==> config.mk <==
export PLATFORM = sky130hd
export DESIGN_NAME = stopwatch_ctl
export DESIGN_NICKNAME = d
export VERILOG_FILES = /design/src/rtl/stopwatch_pkg.sv /design/src/rtl/stopwatch_bcd_digit_cnt.sv /design/src/rtl/stopwatch_ctl.sv
export SDC_FILE = /design/constraint.sdc
export NUM_CORES = 1
export LEC_CHECK = 0
export CAP_MARGIN = 25
export CORE_ASPECT_RATIO = 0.5
export CORE_MARGIN = 2
export CORE_UTILIZATION = 50
export CTS_CLUSTER_DIAMETER = 150
export DETAILED_ROUTE_END_ITERATION = 8
export GPL_TIMING_DRIVEN = 0
export PLACE_DENSITY = 0.79
export SYNTH_ARGS = -nofsm -noshare
export SYNTH_HDL_FRONTEND = slang
export SYNTH_SLANG_ARGS = --single-unit
==> constraint.sdc <==
create_clock -name clk -period 3.1 [get_ports clk]
set_clock_uncertainty 0.1 [all_clocks]
set_input_delay 0.775 -clock clk [delete_from_list [all_inputs] [get_ports clk]]
set_output_delay 0.775 -clock clk [all_outputs]
set_load 0.01 [all_outputs]
==> src/rtl/stopwatch_pkg.sv <==
// Shared types and constants for the MM:SS stopwatch core.
package stopwatch_pkg;

    // Run-control state encoding
    typedef enum logic [1:0] {
        ST_IDLE  = 2'd0,
        ST_RUN   = 2'd1,
        ST_PAUSE = 2'd2
    } sw_state_e;

    // Digit-select codes seen by the scan stage (leftmost digit first)
    typedef enum logic [1:0] {
        SSD_DIG3 = 2'b00,
        SSD_DIG2 = 2'b01,
        SSD_DIG1 = 2'b10,
        SSD_DIG0 = 2'b11
    } ssd_sel_e;

    localparam int unsigned DIG_W        = 4;
    localparam int unsigned UNITS_MAX    = 9;
    localparam int unsigned SEC_TENS_MAX = 5;
    localparam int unsigned MIN_TENS_MAX = 5;

endpackage

==> src/rtl/stopwatch_bcd_digit_cnt.sv <==
// One BCD digit of the stopwatch carry chain; wraps MAX -> 0 and carries.
module bcd_digit_cnt
    import stopwatch_pkg::*;
#(
    parameter int unsigned MAX = 9
) (
    input  logic             clk,
    input  logic             rst,
    input  logic             inc,
    input  logic             clr,
    output logic [DIG_W-1:0] val,
    output logic             carry
);

    localparam logic [DIG_W-1:0] LAST = DIG_W'(MAX);

    // Digit register: clear has priority over increment
    always_ff @(posedge clk) begin
        if (rst || clr) begin
            val <= '0;
        end else if (inc) begin
            val <= (val == LAST) ? '0 : val + DIG_W'(1);
        end
    end

    // Carry must ripple in the same cycle as the increment
    assign carry = inc && (val == LAST);

endmodule

==> src/rtl/stopwatch_ctl.sv <==
// MM:SS stopwatch core feeding the 4-digit seven-segment scan stage.
// Optional feature macro: LAP_HOLD_EN (adds btn_lap and a display freeze).
module stopwatch_ctl
    import stopwatch_pkg::*;
#(
    parameter int unsigned TICK_DIV  = 100_000_000,
    parameter int unsigned SCAN_BITS = 18
) (
    input  logic             clk,
    input  logic             rst,
    input  logic             btn_start,
    input  logic             btn_clr,
`ifdef LAP_HOLD_EN
    input  logic             btn_lap,
`endif
    output logic [DIG_W-1:0] dig0,
    output logic [DIG_W-1:0] dig1,
    output logic [DIG_W-1:0] dig2,
    output logic [DIG_W-1:0] dig3,
    output logic [1:0]       ssd_ctl_en,
    output logic             running,
    output logic             tick
);

    localparam int unsigned   PRE_W    = (TICK_DIV > 1) ? $clog2(TICK_DIV) : 1;
    localparam logic [PRE_W-1:0] PRE_LAST = PRE_W'(TICK_DIV - 1);

    logic                 start_q;
    logic                 clr_q;
    logic                 start_edge;
    logic                 clr_edge;
    sw_state_e            state;
    sw_state_e            state_next;
    logic [PRE_W-1:0]     presc;
    logic [PRE_W-1:0]     presc_next;
    logic                 clr_digits;
    logic [SCAN_BITS-1:0] scan_cnt;
    logic [DIG_W-1:0]     cnt0, cnt1, cnt2, cnt3;
    logic                 c0, c1, c2;
    logic                 wrap_unused;

    assign start_edge = btn_start & ~start_q;
    assign clr_edge   = btn_clr & ~clr_q;

    // Button history; reset high so a button held through reset gives no edge
    always_ff @(posedge clk) begin
        if (rst) begin
            start_q <= 1'b1;
            clr_q   <= 1'b1;
        end else begin
            start_q <= btn_start;
            clr_q   <= btn_clr;
        end
    end

    // State, prescaler and registered status outputs
    always_ff @(posedge clk) begin
        if (rst) begin
            state   <= ST_IDLE;
            presc   <= '0;
            running <= 1'b0;
            tick    <= 1'b0;
        end else begin
            state   <= state_next;
            presc   <= presc_next;
            running <= (state_next == ST_RUN);
            tick    <= (state_next == ST_RUN) && (presc_next == PRE_LAST);
        end
    end

    // Run/pause/clear control and prescaler advance
    always_comb begin
        state_next = state;
        presc_next = presc;
        clr_digits = 1'b0;
        case (state)
            ST_IDLE: begin
                if (clr_edge) begin
                    clr_digits = 1'b1;
                end else if (start_edge) begin
                    state_next = ST_RUN;
                    presc_next = '0;
                end
            end
            ST_RUN: begin
                // A tick cycle always wraps; otherwise a pausing start freezes the count
                if (presc == PRE_LAST) begin
                    presc_next = '0;
                end else if (!start_edge) begin
                    presc_next = presc + PRE_W'(1);
                end
                if (start_edge) begin
                    state_next = ST_PAUSE;
                end
            end
            ST_PAUSE: begin
                if (clr_edge) begin
                    state_next = ST_IDLE;
                    clr_digits = 1'b1;
                end else if (start_edge) begin
                    state_next = ST_RUN;
                end
            end
            default: begin
                state_next = ST_IDLE;
            end
        endcase
    end

    // Free-running refresh counter; top two bits select the scanned digit
    always_ff @(posedge clk) begin
        if (rst) begin
            scan_cnt <= '0;
        end else begin
            scan_cnt <= scan_cnt + SCAN_BITS'(1);
        end
    end

    assign ssd_ctl_en = scan_cnt[SCAN_BITS-1 -: 2];

    bcd_digit_cnt #(.MAX(UNITS_MAX)) u_sec_units (
        .clk(clk), .rst(rst), .inc(tick), .clr(clr_digits), .val(cnt0), .carry(c0)
    );
    bcd_digit_cnt #(.MAX(SEC_TENS_MAX)) u_sec_tens (
        .clk(clk), .rst(rst), .inc(c0), .clr(clr_digits), .val(cnt1), .carry(c1)
    );
    bcd_digit_cnt #(.MAX(UNITS_MAX)) u_min_units (
        .clk(clk), .rst(rst), .inc(c1), .clr(clr_digits), .val(cnt2), .carry(c2)
    );
    // 59:59 rolls over to 00:00; the final carry has no consumer
    bcd_digit_cnt #(.MAX(MIN_TENS_MAX)) u_min_tens (
        .clk(clk), .rst(rst), .inc(c2), .clr(clr_digits), .val(cnt3), .carry(wrap_unused)
    );

`ifdef LAP_HOLD_EN
    logic             lap_q;
    logic             lap_edge;
    logic             frozen;
    logic [4*DIG_W-1:0] lap_hold;

    assign lap_edge = btn_lap & ~lap_q;

    // Lap freeze: toggled by lap edges in RUN, released by clear or reset
    always_ff @(posedge clk) begin
        if (rst) begin
            lap_q    <= 1'b1;
            frozen   <= 1'b0;
            lap_hold <= '0;
        end else begin
            lap_q <= btn_lap;
            if (clr_digits) begin
                frozen <= 1'b0;
            end else if (lap_edge && (state == ST_RUN)) begin
                frozen <= !frozen;
                if (!frozen) begin
                    lap_hold <= {cnt3, cnt2, cnt1, cnt0};
                end
            end
        end
    end

    assign dig0 = frozen ? lap_hold[DIG_W-1:0]         : cnt0;
    assign dig1 = frozen ? lap_hold[2*DIG_W-1:DIG_W]   : cnt1;
    assign dig2 = frozen ? lap_hold[3*DIG_W-1:2*DIG_W] : cnt2;
    assign dig3 = frozen ? lap_hold[4*DIG_W-1:3*DIG_W] : cnt3;
`else
    assign dig0 = cnt0;
    assign dig1 = cnt1;
    assign dig2 = cnt2;
    assign dig3 = cnt3;
`endif

endmodule

==> results.yml <==
outcome:
  status: "finished, violations left"
  violations: "setup timing"
grt:
  grt_pass1_vias: 3115
  track_usage_pct: 24.0
  antenna_found_initial: 0
  grt_max_degree: 12
  overflow: 0
  grt_pass1_wl_um: 15100
cts:
  cts_tree: "built"
  clkSlewWorstSetupHoldPaths_ns: 0.05
  cts_buffers: 9
  cts_resized: 4
  post-cts-setup-buffers: 0
  clk_latency_ns: 0.34
  hold_buffers: 0
  clk_path_buf_depth: 2
  cts_sinks: 67
  cts_root_buffer: "clkbuf_16"
  htree_levels: 3
yosys:
  yosys.area.top_type: "dfxtp_1"
  synth_top_family_by_area: "simple AND/OR/NAND/NOR gates"
  synthDistinctLibCells: 58
  synthFlopType: "dfxtp_1"
  synth_top_area_share_pct: 37.1
  ys_seq_area_share_pct: 37.1
  synth_fa_ha_area_share_pct: 1.04
  synth_edf_count: 0
  avgSynthCellArea_um2: 7.81
  synth_mux_area_share_pct: 0.865
  synth_xor_area_share_pct: 6.54
  yosys.area_share.simple_pct: 32.7
  synth_compound_area_share_pct: 17.1
  synthesis.instances: 463
  syn-num-nets: 470
  yosysWarnings: 0
  netlist_area_mm2: 0.00361
  ys_ff_latch: 67
  async_flop_share_pct: 0
  synth_area_leaders: "dfxtp_1, nor2_1, a21oi_1"
power_and_ir_drop:
  leakagePower_nw: 1.38
  p_clk_share_pct: 52.5
  combPwrFrac_pct: 4.7
  power.density_mw_per_mm2: 476
  p_sw_share_pct: 21.8
  p_sw_uw: 446
  peakVddDrop_mv: 0.241
  seqPwrFrac_pct: 42.8
  power.internal_mw: 1.60
floorplanning:
  core_mm2: 0.00683
  die_height_um: 64.1
  ioPinCount: 24
  dieArea_mm2: 0.00797
  initial_utilization_pct: 52.9
  fp.dieW_um: 124
  num_rows: 21
sta:
  maxSlewViolCount: 0
  finalHoldViolations: 0
  rsz0062_at_grt: "true"
  worst_slew_pin_slew_ns: 0.654
  finalCriticalPeriod_ns: 3.14
  whs_ns: 0.346
  slew_headroom_pct: 56.4
  min_period_over_period_pct: 101
  setup_ws_ns: -0.0438
  fmax_ghz: 0.318
  finalSetupViolCount: 1
critical_path:
  cp-startpoint: "btn_start"
  slowest_delay_ns: 0.49
  path_max_fanout: 10
  critical-path-top-delay-family: "simple AND/OR/NAND/NOR gates"
  reg2reg_from: "presc[0]"
  worstSetupPathType: "primary input to register"
  worst-path-buf-inv: 4
  startpoint_type: "primary input"
  slowest_stage: "clkdlybuf4s50_1"
  critPathRequiredTime_ns: 3.23
  arrival_ns: 3.27
  end_kind: "register"
  cp_cell_sequence: "clkdlybuf4s50_1, nor2b_4, inv_1, buf_2, and3_1, buf_2, and2_1, o21ai_0, nand2_1, o21ai_0, o2111ai_1, nor4_2"
min_path:
  hp-start: "scan_cnt[0]"
  hold_path_class: "register to register"
placement:
  place.port_buffers: 23
  gp_congestion: 0.972
  pre_cts_slack_ns: -0.632
  hpwl_um: 6320
routing:
  wirelength_um: 9160
  dr_total_vias: 3546
  avgRoutedWirePerCell_um: 15.4
  ant_nets: 0
  vias_per_cell: 5.97
  drc_errors: 0
  drt-pass1-iter-count: 6
  drt_iter0_drc: 288
finish:
  antenna_cells: 0
  areaGrowthSynthToFinish_pct: 19.0
  fin_util_pct: 62.9
  drive_gt1_share_pct: 10.6
  nets: 504
  nFillCells: 617
  most-common-layout-cells: "dfxtp_1, nor2_1, nand2_1"
  layout.cells.most_common: "dfxtp_1"
flow_run:
  drv_cap: 0
metal layers:
metal	up-vias	global-route usage, %	routed length (um)
met5	-	0	0
met4	0	12.1	195
met3	18	6.11	798
met2	166	37.8	3970
met1	1637	30.9	4190
li1	1725	-	-
final timing paths:
path                      end  slack [ns]  depth (start not counted)
setup / recovery         tick       -0.04                         12
hold / removal    scan_cnt[0]        0.35                          1
setup reg to reg         tick        0.02                         10
hold reg to reg   scan_cnt[0]        0.35                          1
flip-flops by register name (all words and copies together) (netlist names):
name and flops:
clr_q 1, presc 27, running 1, scan_cnt 18, start_q 1, state 2, tick 1, u_min_tens.val 4
u_min_units.val 4, u_sec_tens.val 4, u_sec_units.val 4
synthesized netlist by cell type, types with 2 or more instances:
cell	count
a41oi_1	2
nand2b_1	7
a21oi_1	33
nor4bb_1	2
o31ai_1	2
o2111ai_1	4
dfxtp_1	67
o21ai_0	25
buf_4	3
nand4_1	9
nor4_1	9
nor3b_1	7
nor4_2	2
nand3b_1	3
or2_2	4
a31oi_1	10
buf_2	13
a311oi_1	7
xnor2_1	17
nor2_1	58
inv_1	5
or3_1	7
and2_1	4
nor3_1	14
and3_1	7
mux2i_1	2
clkbuf_1	16
or4_1	2
xor2_1	10
ha_1	3
nand2_1	44
nor2b_1	14
a211oi_1	4
and4_1	3
nand3_1	21
cell families after synthesis:
logic type,Yosys count
mux,3
simple gates,226
xor+xnor,27
flops,67
fa+ha+maj,3
compound gates,99
buf+inv,38
power groups by stage:
stage	clock network, mW	registers [mW]	logic, mW
2_1_floorplan	0	0.892	0.0609
3_3_place_gp	0	0.893	0.0905
3_5_place_dp	0	0.893	0.0917
4_1_cts	1.09	0.875	0.0931
5_1_grt	1.12	0.875	0.105
6_report	1.08	0.875	0.0962
stage by stage:
step	power, mW	instances	instance area, um2	TNS [ns]
floorplan	0.953	463	3610	0
global placement	0.983	578	3960	-5.62
detailed placement	0.985	578	3960	-6.48
CTS	2.06	594	4290	0
global route	2.10	594	4300	-0.191
finish	2.05	594	4300	-0.0438
layout make-up:
class / instances / area, um2 / share of cell area [%]
clock buffers: 11 / 233 / 5.41
repair buffers: 23 / 230 / 5.35
inverters: 5 / 18.8 / 0.436
well taps: 92 / 115 / 2.68
plain buffers: 33 / 155 / 3.61
flip-flops and latches: 67 / 1340 / 31.2
clock inverters: 5 / 77.6 / 1.80
multi-input cells: 358 / 2130 / 49.5
No activity file was read; power rests on OpenSTA's default activity.
